## src/rtl/fifo_ctrl_if.sv

```systemverilog
// rtl/fifo_ctrl_if.sv - producer/consumer and RAM-side signal bundle for fifo_ctrl
interface fifo_ctrl_if #(
  parameter int DATA_W = 8,
  parameter int ADDR_W = 3
);
  logic              push;
  logic [DATA_W-1:0] wr_data;
  logic              pop;
  logic              clear_errors;
  logic              mem_write_enable;
  logic [ADDR_W-1:0] mem_write_address;
  logic [DATA_W-1:0] mem_write_data;
  logic              mem_read_enable;
  logic [ADDR_W-1:0] mem_read_address;
  logic              rd_valid;
  logic              full;
  logic              empty;
  logic              almost_full;
  logic              almost_empty;
  logic [ADDR_W:0]   count;
  logic              overflow;
  logic              underflow;

  modport master (
    output push, wr_data, pop, clear_errors,
    input  mem_write_enable, mem_write_address, mem_write_data,
    input  mem_read_enable, mem_read_address, rd_valid,
    input  full, empty, almost_full, almost_empty, count, overflow, underflow
  );

  modport slave (
    input  push, wr_data, pop, clear_errors,
    output mem_write_enable, mem_write_address, mem_write_data,
    output mem_read_enable, mem_read_address, rd_valid,
    output full, empty, almost_full, almost_empty, count, overflow, underflow
  );
endinterface

```

## src/rtl/fifo_ctrl.sv

```systemverilog
// rtl/fifo_ctrl.sv - pointer, occupancy and flag controller for an 8x8 synchronous FIFO RAM
module fifo_ctrl #(
  parameter int DATA_W    = 8,
  parameter int ADDR_W    = 3,
  parameter int AF_THRESH = 6,
  parameter int AE_THRESH = 2
) (
  input logic       clk,
  input logic       rst,
  fifo_ctrl_if.slave bus
);
  localparam int DEPTH = 2 ** ADDR_W;

  logic [ADDR_W-1:0] r_wr_ptr;
  logic [ADDR_W-1:0] r_rd_ptr;
  logic [ADDR_W:0]   r_count;
  logic              r_full;
  logic              r_empty;
  logic              r_almost_full;
  logic              r_almost_empty;
  logic              r_rd_valid;
  logic              r_overflow;
  logic              r_underflow;

  logic              w_push_ok;
  logic              w_pop_ok;
  logic [ADDR_W:0]   w_count_next;

  // Acceptance depends only on registered flags, so no push/pop path reaches any flag combinationally.
  always_comb begin
    w_push_ok    = bus.push & ~r_full;
    w_pop_ok     = bus.pop & ~r_empty;
    w_count_next = r_count;
    if (w_push_ok && !w_pop_ok)
      w_count_next = r_count + (ADDR_W+1)'(1);
    else if (!w_push_ok && w_pop_ok)
      w_count_next = r_count - (ADDR_W+1)'(1);
  end

  always_ff @(posedge clk or posedge rst) begin
    if (rst) begin
      r_wr_ptr       <= '0;
      r_rd_ptr       <= '0;
      r_count        <= '0;
      r_full         <= 1'b0;
      r_empty        <= 1'b1;
      r_almost_full  <= 1'b0;
      r_almost_empty <= 1'b1;
      r_rd_valid     <= 1'b0;
      r_overflow     <= 1'b0;
      r_underflow    <= 1'b0;
    end else begin
      if (w_push_ok)
        r_wr_ptr <= r_wr_ptr + ADDR_W'(1);
      if (w_pop_ok)
        r_rd_ptr <= r_rd_ptr + ADDR_W'(1);
      r_count        <= w_count_next;
      r_full         <= (w_count_next == (ADDR_W+1)'(DEPTH));
      r_empty        <= (w_count_next == '0);
      r_almost_full  <= (w_count_next >= (ADDR_W+1)'(AF_THRESH));
      r_almost_empty <= (w_count_next <= (ADDR_W+1)'(AE_THRESH));
      r_rd_valid     <= w_pop_ok;
      // A new error event outranks a same-cycle clear.
      r_overflow     <= (bus.push & r_full)  | (r_overflow  & ~bus.clear_errors);
      r_underflow    <= (bus.pop  & r_empty) | (r_underflow & ~bus.clear_errors);
    end
  end

  assign bus.mem_write_enable  = w_push_ok;
  assign bus.mem_write_address = r_wr_ptr;
  assign bus.mem_write_data    = bus.wr_data;
  assign bus.mem_read_enable   = w_pop_ok;
  assign bus.mem_read_address  = r_rd_ptr;
  assign bus.rd_valid          = r_rd_valid;
  assign bus.full              = r_full;
  assign bus.empty             = r_empty;
  assign bus.almost_full       = r_almost_full;
  assign bus.almost_empty      = r_almost_empty;
  assign bus.count             = r_count;
  assign bus.overflow          = r_overflow;
  assign bus.underflow         = r_underflow;
endmodule

```

## src/flat_wrapper.sv

```systemverilog
// flat-port wrapper written by rule: the top's interface ports become plain ports
module fifo_ctrl_flat 
#(
  parameter int DATA_W    = 8,
  parameter int ADDR_W    = 3,
  parameter int AF_THRESH = 6,
  parameter int AE_THRESH = 2
)
  (clk, rst, bus_push, bus_wr_data, bus_pop, bus_clear_errors, bus_mem_write_enable, bus_mem_write_address, bus_mem_write_data, bus_mem_read_enable, bus_mem_read_address, bus_rd_valid, bus_full, bus_empty, bus_almost_full, bus_almost_empty, bus_count, bus_overflow, bus_underflow);
  fifo_ctrl_if #(.DATA_W(DATA_W), .ADDR_W(ADDR_W)) bus_i ();
  input logic clk;
  input logic rst;
  input wire logic [$bits(bus_i.push)-1:0] bus_push;
  input wire logic [$bits(bus_i.wr_data)-1:0] bus_wr_data;
  input wire logic [$bits(bus_i.pop)-1:0] bus_pop;
  input wire logic [$bits(bus_i.clear_errors)-1:0] bus_clear_errors;
  output wire logic [$bits(bus_i.mem_write_enable)-1:0] bus_mem_write_enable;
  output wire logic [$bits(bus_i.mem_write_address)-1:0] bus_mem_write_address;
  output wire logic [$bits(bus_i.mem_write_data)-1:0] bus_mem_write_data;
  output wire logic [$bits(bus_i.mem_read_enable)-1:0] bus_mem_read_enable;
  output wire logic [$bits(bus_i.mem_read_address)-1:0] bus_mem_read_address;
  output wire logic [$bits(bus_i.rd_valid)-1:0] bus_rd_valid;
  output wire logic [$bits(bus_i.full)-1:0] bus_full;
  output wire logic [$bits(bus_i.empty)-1:0] bus_empty;
  output wire logic [$bits(bus_i.almost_full)-1:0] bus_almost_full;
  output wire logic [$bits(bus_i.almost_empty)-1:0] bus_almost_empty;
  output wire logic [$bits(bus_i.count)-1:0] bus_count;
  output wire logic [$bits(bus_i.overflow)-1:0] bus_overflow;
  output wire logic [$bits(bus_i.underflow)-1:0] bus_underflow;
  assign bus_i.push = bus_push;
  assign bus_i.wr_data = bus_wr_data;
  assign bus_i.pop = bus_pop;
  assign bus_i.clear_errors = bus_clear_errors;
  assign bus_mem_write_enable = bus_i.mem_write_enable;
  assign bus_mem_write_address = bus_i.mem_write_address;
  assign bus_mem_write_data = bus_i.mem_write_data;
  assign bus_mem_read_enable = bus_i.mem_read_enable;
  assign bus_mem_read_address = bus_i.mem_read_address;
  assign bus_rd_valid = bus_i.rd_valid;
  assign bus_full = bus_i.full;
  assign bus_empty = bus_i.empty;
  assign bus_almost_full = bus_i.almost_full;
  assign bus_almost_empty = bus_i.almost_empty;
  assign bus_count = bus_i.count;
  assign bus_overflow = bus_i.overflow;
  assign bus_underflow = bus_i.underflow;
  fifo_ctrl #(.DATA_W(DATA_W), .ADDR_W(ADDR_W), .AF_THRESH(AF_THRESH), .AE_THRESH(AE_THRESH)) u_core (.clk(clk), .rst(rst), .bus(bus_i));
endmodule
```

## config.mk

```make
export PLATFORM = sky130hd
export DESIGN_NAME = fifo_ctrl_flat
export DESIGN_NICKNAME = d
export VERILOG_FILES = /design/src/rtl/fifo_ctrl_if.sv /design/src/rtl/fifo_ctrl.sv /design/src/flat_wrapper.sv
export SDC_FILE = /design/constraint.sdc
export NUM_CORES = 1
export LEC_CHECK = 0
export ABC_AREA = 1
export CAP_MARGIN = 40
export CORE_MARGIN = 2
export CORE_UTILIZATION = 50
export DETAILED_ROUTE_END_ITERATION = 12
export DONT_BUFFER_PORTS = 1
export PLACE_DENSITY = 0.67
export SYNTH_ARGS = -nofsm -noshare
export SYNTH_HDL_FRONTEND = slang
export SYNTH_SLANG_ARGS = --single-unit
```

## constraint.sdc

```tcl
create_clock -name clk -period 3.2 [get_ports clk]
set_input_delay 0.32 -clock clk [delete_from_list [all_inputs] [get_ports clk]]
set_output_delay 0.32 -clock clk [all_outputs]
set_load 0.03 [all_outputs]
```

# Yosys cells after proc, flatten, opt, wreduce, memory -nomap -nowiden

Index checks and enable logic that the tools add are counted.

Add/subtract/negate cells: 4
Order comparisons: 2
Equality and inequality tests: 1
Muxes and demuxes: 2
Bitwise operators: 11
Reductions and logical operators: 5

Operators by type and width:

| cell                                                              | count |
|---|---|
| 2-to-1 mux 4 bit                                                  | 2 |
| adder 3 x 1 -> 3 bit, second input constant                       | 2 |
| AND 1 bit                                                         | 6 |
| adder 4 x 1 -> 4 bit, second input constant                       | 1 |
| equality test 4 bit, second input constant                        | 1 |
| greater-or-equal comparator 4 x 3 -> 1 bit, second input constant | 1 |
| less-or-equal comparator 4 x 2 -> 1 bit, second input constant    | 1 |
| zero test 4 bit                                                   | 1 |
| subtractor 4 x 1 -> 4 bit, second input constant                  | 1 |
| inverter 1 bit                                                    | 3 |
| logical AND 1 bit                                                 | 2 |
| zero test 1 bit                                                   | 2 |
| bitwise OR 1 bit                                                  | 2 |

Register bits after elaboration: 17
Input bits: 13
Word-level logic and storage cells: 35

# Depth between registers and ports, before layout

Word-level depth: 7
Mapped depth: 10

# Worst setup path before layout

Ideal clock, no wire load.

Path type: register to register
Start point: reg u_core.r_count[0] (netlist: u_core.bus.count[0])
End point: reg u_core.r_empty (netlist: u_core.bus.empty)
Setup time: 0.067 ns
Data arrival time: 1.468 ns
Data required time: 3.133 ns
Path slack: 1.665 ns
Cell stages (with the launch flop): 7
Path buffers: 0
Cell sequence: dfrtp_1 > inv_1 > ha_1 > or2_1 > nand3_2 > nand2_1 > nor2_1

Word-level cells in the longest chain between the ends: 4
Elaborated cells on any way between the ends: 5

RTL lines:

| what                      | line            | text |
|---|---|---|
| start: declaration        | fifo_ctrl.sv:16 | `logic [ADDR_W:0] r_count;` |
| start signal: assignment  | fifo_ctrl.sv:57 | `r_count <= w_count_next;` |
| subtractor 4 x 1 -> 4 bit | fifo_ctrl.sv:37 | `w_count_next = r_count - (ADDR_W+1)'(1);` |
| 2-to-1 mux 4 bit          | fifo_ctrl.sv:36 | `else if (!w_push_ok && w_pop_ok)` |
| 2-to-1 mux 4 bit *        | fifo_ctrl.sv:34 | `if (w_push_ok && !w_pop_ok)` |
| zero test 4 bit *         | fifo_ctrl.sv:59 | `r_empty <= (w_count_next == '0);` |
| end signal: assignment    | fifo_ctrl.sv:59 |  |
| end: declaration          | fifo_ctrl.sv:18 | `logic r_empty;` |

Mark *: on every way between the ends. The rest lies on a longest branch, timed or not.
A chain may end at the register's enable or synchronous reset.

# Worst setup path in the final report

Ends and elaborated chain as after synthesis.

==> reports/results.tsv <==
stage	metric	value	unit
outcome	status	finished, violations left	
outcome	violations_in_the_final_reports	hold timing	
yosys	compound_gate_fraction_of_synth_area	0.0203	
yosys	syn_nets	112	
power_and_ir_drop	leakage	0.436	nW
detailed_routing	pre_antenna_drt_iters	1	
grt	grt_pass1_wl	2160	um
yosys	post_syn_area	861	um2
floorplanning	die_span_in_x	45.5	um
sta	hold_slack	-0.0154	ns
yosys	synth.top_cells.by_area	dfrtp_1, nand2_1, buf_4, dfstp_2, ha_1	
power_and_ir_drop	peak_ir_drop_on_the_vdd_network	0.781	mV
yosys	ys_seq_area_frac	0.497	
grt	grt_pass1_vias	508	
cells_and_area	n_antenna_cell	0	
yosys	post_synth_adder_cell_area	0.0581	
sta	finalWorstPathRequiredPeriod	1.64	ns
placed_design	port_buffers	0	
yosys	syn_avg_cell_area	9.06	um2
power_and_ir_drop	power_density	1240	nW/um2
sta	unrepaired_setup_endpoints_after_global_routing	no	
yosys	yosys_register_bits	17	
cts	cts_hold_buffers_added	0	
detailed_routing	post-route-drc-count	0	
critical_path	cp-startpoint	u_core.bus.count[0]$_DFF_PP0_	
floorplanning	design.portCount	40	
yosys	yosysWarnings	0	
placed_design	routabilityCongestion	0.730	
grt	globalRouteOverflowTotal	0	
floorplanning	start_util	0.552	
power_and_ir_drop	total_power	0.00105	W
grt	grt_use_met1	0.179	
critical_path	start_kind	flop	
critical_path	arrival_worst_endpoint	1.87	ns
grt	gr-max-usage-layer	met2	
min_path	hold_path_class	input port to async pin	
yosys	xor_and_xnor_area_share_after_synthesis	0.0596	
sta	finalMaxSlewViolations	0	
placed_design	post_dp_cell_area	821	um2
sta	timing_worst_slew_pin_value	0.615	ns
cts	clock_sink_count	17	
detailed_routing	initialDrtViolationCount	0	
sta	timing.clock.skew	0.00462	ns
cts	clock_latency_late_sink	0.29	ns
critical_path	timing.critical_path.to_type	flop	
sta	fmax	0.610	GHz
yosys	yosys.cell_types.count	17	
placed_design	placement.setup.worst_slack	1.58	ns
floorplanning	rows	14	
detailed_routing	total_number_of_vias	558	
cells_and_area	num-nets-final	109	
grt	grt.met2_usage	0.223	
floorplanning	die_area	2070	um2
cts	cts_buf_count	3	
sta	setup_tns	0	ns
detailed_routing	detail_route.vias_per_cell	5.21	
critical_path	regToRegStartpoint	u_core.bus.count[0]$_DFF_PP0_	
cts	tritoncts	built	
yosys	post-synth-top-area-cell	dfrtp_1	
yosys	synth.top_cell.area_share	0.436	
detailed_routing	drt_wl_total	1330	um
cells_and_area	layout-drive-gt1-share	0.187	
grt	gr-usage-met3	0.0754	
cts	cts_repair_resize_count	0	
cells_and_area	area_growth	-1.60	%
cts	clock_pin_slew_worst_setup_and_hold_paths	0.09	ns
grt	grt_antenna_before_repair	0	
floorplanning	core	1560	um2
critical_path	path_max_fanout	4	
grt	global_route.usage.total	0.152	
cts	clk_path_buf_depth	2	
sta	timing.final.ws_setup	1.56	ns
sta	finalCritPeriodShare	0.513	
sta	final_hold_viol_count	15	
detailed_routing	antenna_violating_nets_post_route	0	
cts	cts-htree-levels	1	
critical_path	cp.required	3.43	ns
yosys	syn-instance-count	95	
floorplanning	floorplan.die.height	45.5	um
sta	worst_slew_margin_rel	0.590	
cells_and_area	postLayoutCellArea	847	um2
detailed_routing	wire_per_inst	12.4	um
yosys	synth_top_family_by_area	simple AND/OR/NAND/NOR gates	
sta	setup_viol	0	
yosys	synthSimpleGateAreaFrac	0.230	
placed_design	hpwlAfterDp	1040	um
cts	cts.root.buffer_cell	clkbuf_4	
yosys	muxShareOfSynthArea	0	
critical_path	critical_path_class	flop to flop	
cts	cts_setup_buffers	0	
grt	largest_net_degree_at_the_start_of_global_routing	18	
job	max_cap_violations	0	
## stage by stage
| step | utilization | hold WS, ns | cells |
|---|---|---|---|
| 2_1_floorplan | - | 0.245 | 95 |
| 3_3_place_gp | 0.526 | 0.321 | 103 |
| 3_5_place_dp | 0.526 | 0.321 | 103 |
| 4_1_cts | 0.543 | 0.000685 | 107 |
| 5_1_grt | 0.543 | 0.0454 | 107 |
| 6_report | 0.543 | -0.0154 | 107 |
## cells by family after synthesis
family,count (synthesis)
AOI/OAI and AO/OA,3
xor gates and xnor gates,5
adders and majority gates,4
buffers and inverters,23
DFF,17
and+or+nand+nor,43
## state kept, by name, summed over array words and instances, names as in the netlist
name	flops
u_core.bus.almost_full	1
u_core.bus.full	1
u_core.bus.empty	1
u_core.bus.count	4
u_core.bus.mem_read_address	3
u_core.bus.rd_valid	1
u_core.bus.mem_write_address	3
u_core.bus.almost_empty	1
u_core.bus.overflow	1
u_core.bus.underflow	1
## worst max-delay path, stage by stage, from the launching register on
cell     delay (ns)
dfrtp_1        0.57
inv_1          0.17
ha_1           0.34
or2_1          0.24
nand3_2        0.09
nand2_1        0.07
nor2_1         0.10
## cells in the mapped netlist
cell type  instances
or2_1              1
o22ai_1            2
nand2_2            2
o21ai_1            1
nor2_1             7
dfrtp_1           15
dfstp_2            2
inv_1              9
nand3_2            1
nor2_4             2
buf_4              8
nand3_1            6
xnor2_1            4
xor2_2             1
ha_1               4
inv_2              6
nand2_1           24
## power breakdown
group	switching, W	internal [W]	total [W]
logic	0.000208	0.000128	0.000336
registers	0.000283	0.000317	0.000600
clock network	0.0000622	0.0000484	0.000111
total	0.000553	0.000493	0.00105
## final timing paths
| kind | depth (start not counted) | end | slack [ns] |
|---|---|---|---|
| setup / recovery | 6 | u_core.bus.empty$_DFF_PP1_ | 1.56 |
| hold / removal | 1 | u_core.bus.rd_valid$_DFF_PP0_ | -0.02 |
| setup reg to reg | 6 | u_core.bus.empty$_DFF_PP1_ | 1.56 |
| hold reg to reg | 2 | u_core.bus.underflow$_DFF_PP0_ | 0.63 |
| max in group asynchronous | 1 | u_core.bus.count[1]$_DFF_PP0_ | 2.82 |
| min in group clk | 1 | u_core.bus.underflow$_DFF_PP0_ | 0.13 |
## cell type report
cell class              count  area [um2]
fillers                   140         712
flip-flops and latches     17         428
multi-input cells          55         317
inverters                  15        56.3
clock buffers               4        26.3
well taps                  16        20.0
## layout by cell type, fill, tap and decap left out
| cell type | instances |
|---|---|
| inv_2 | 6 |
| inv_1 | 9 |
| ha_1 | 4 |
| o21ai_1 | 1 |
| xor2_2 | 1 |
| or2_1 | 1 |
| dfrtp_1 | 15 |
| clkbuf_1 | 1 |
| nand3_2 | 1 |
| dfstp_2 | 2 |
| o22ai_1 | 2 |
| nand3_1 | 6 |
| nand2_2 | 2 |
| nand2_1 | 24 |
| nor2_1 | 7 |
| clkbuf_4 | 3 |
| xnor2_1 | 4 |
| nor2_4 | 2 |
## per-layer routing
metal | share of wire | routed length (um)
met5 | 0 | 0
met4 | 0.019 | 25
met3 | 0.10 | 133
met2 | 0.45 | 604
met1 | 0.43 | 570
(Power assumes the default switching activity.)
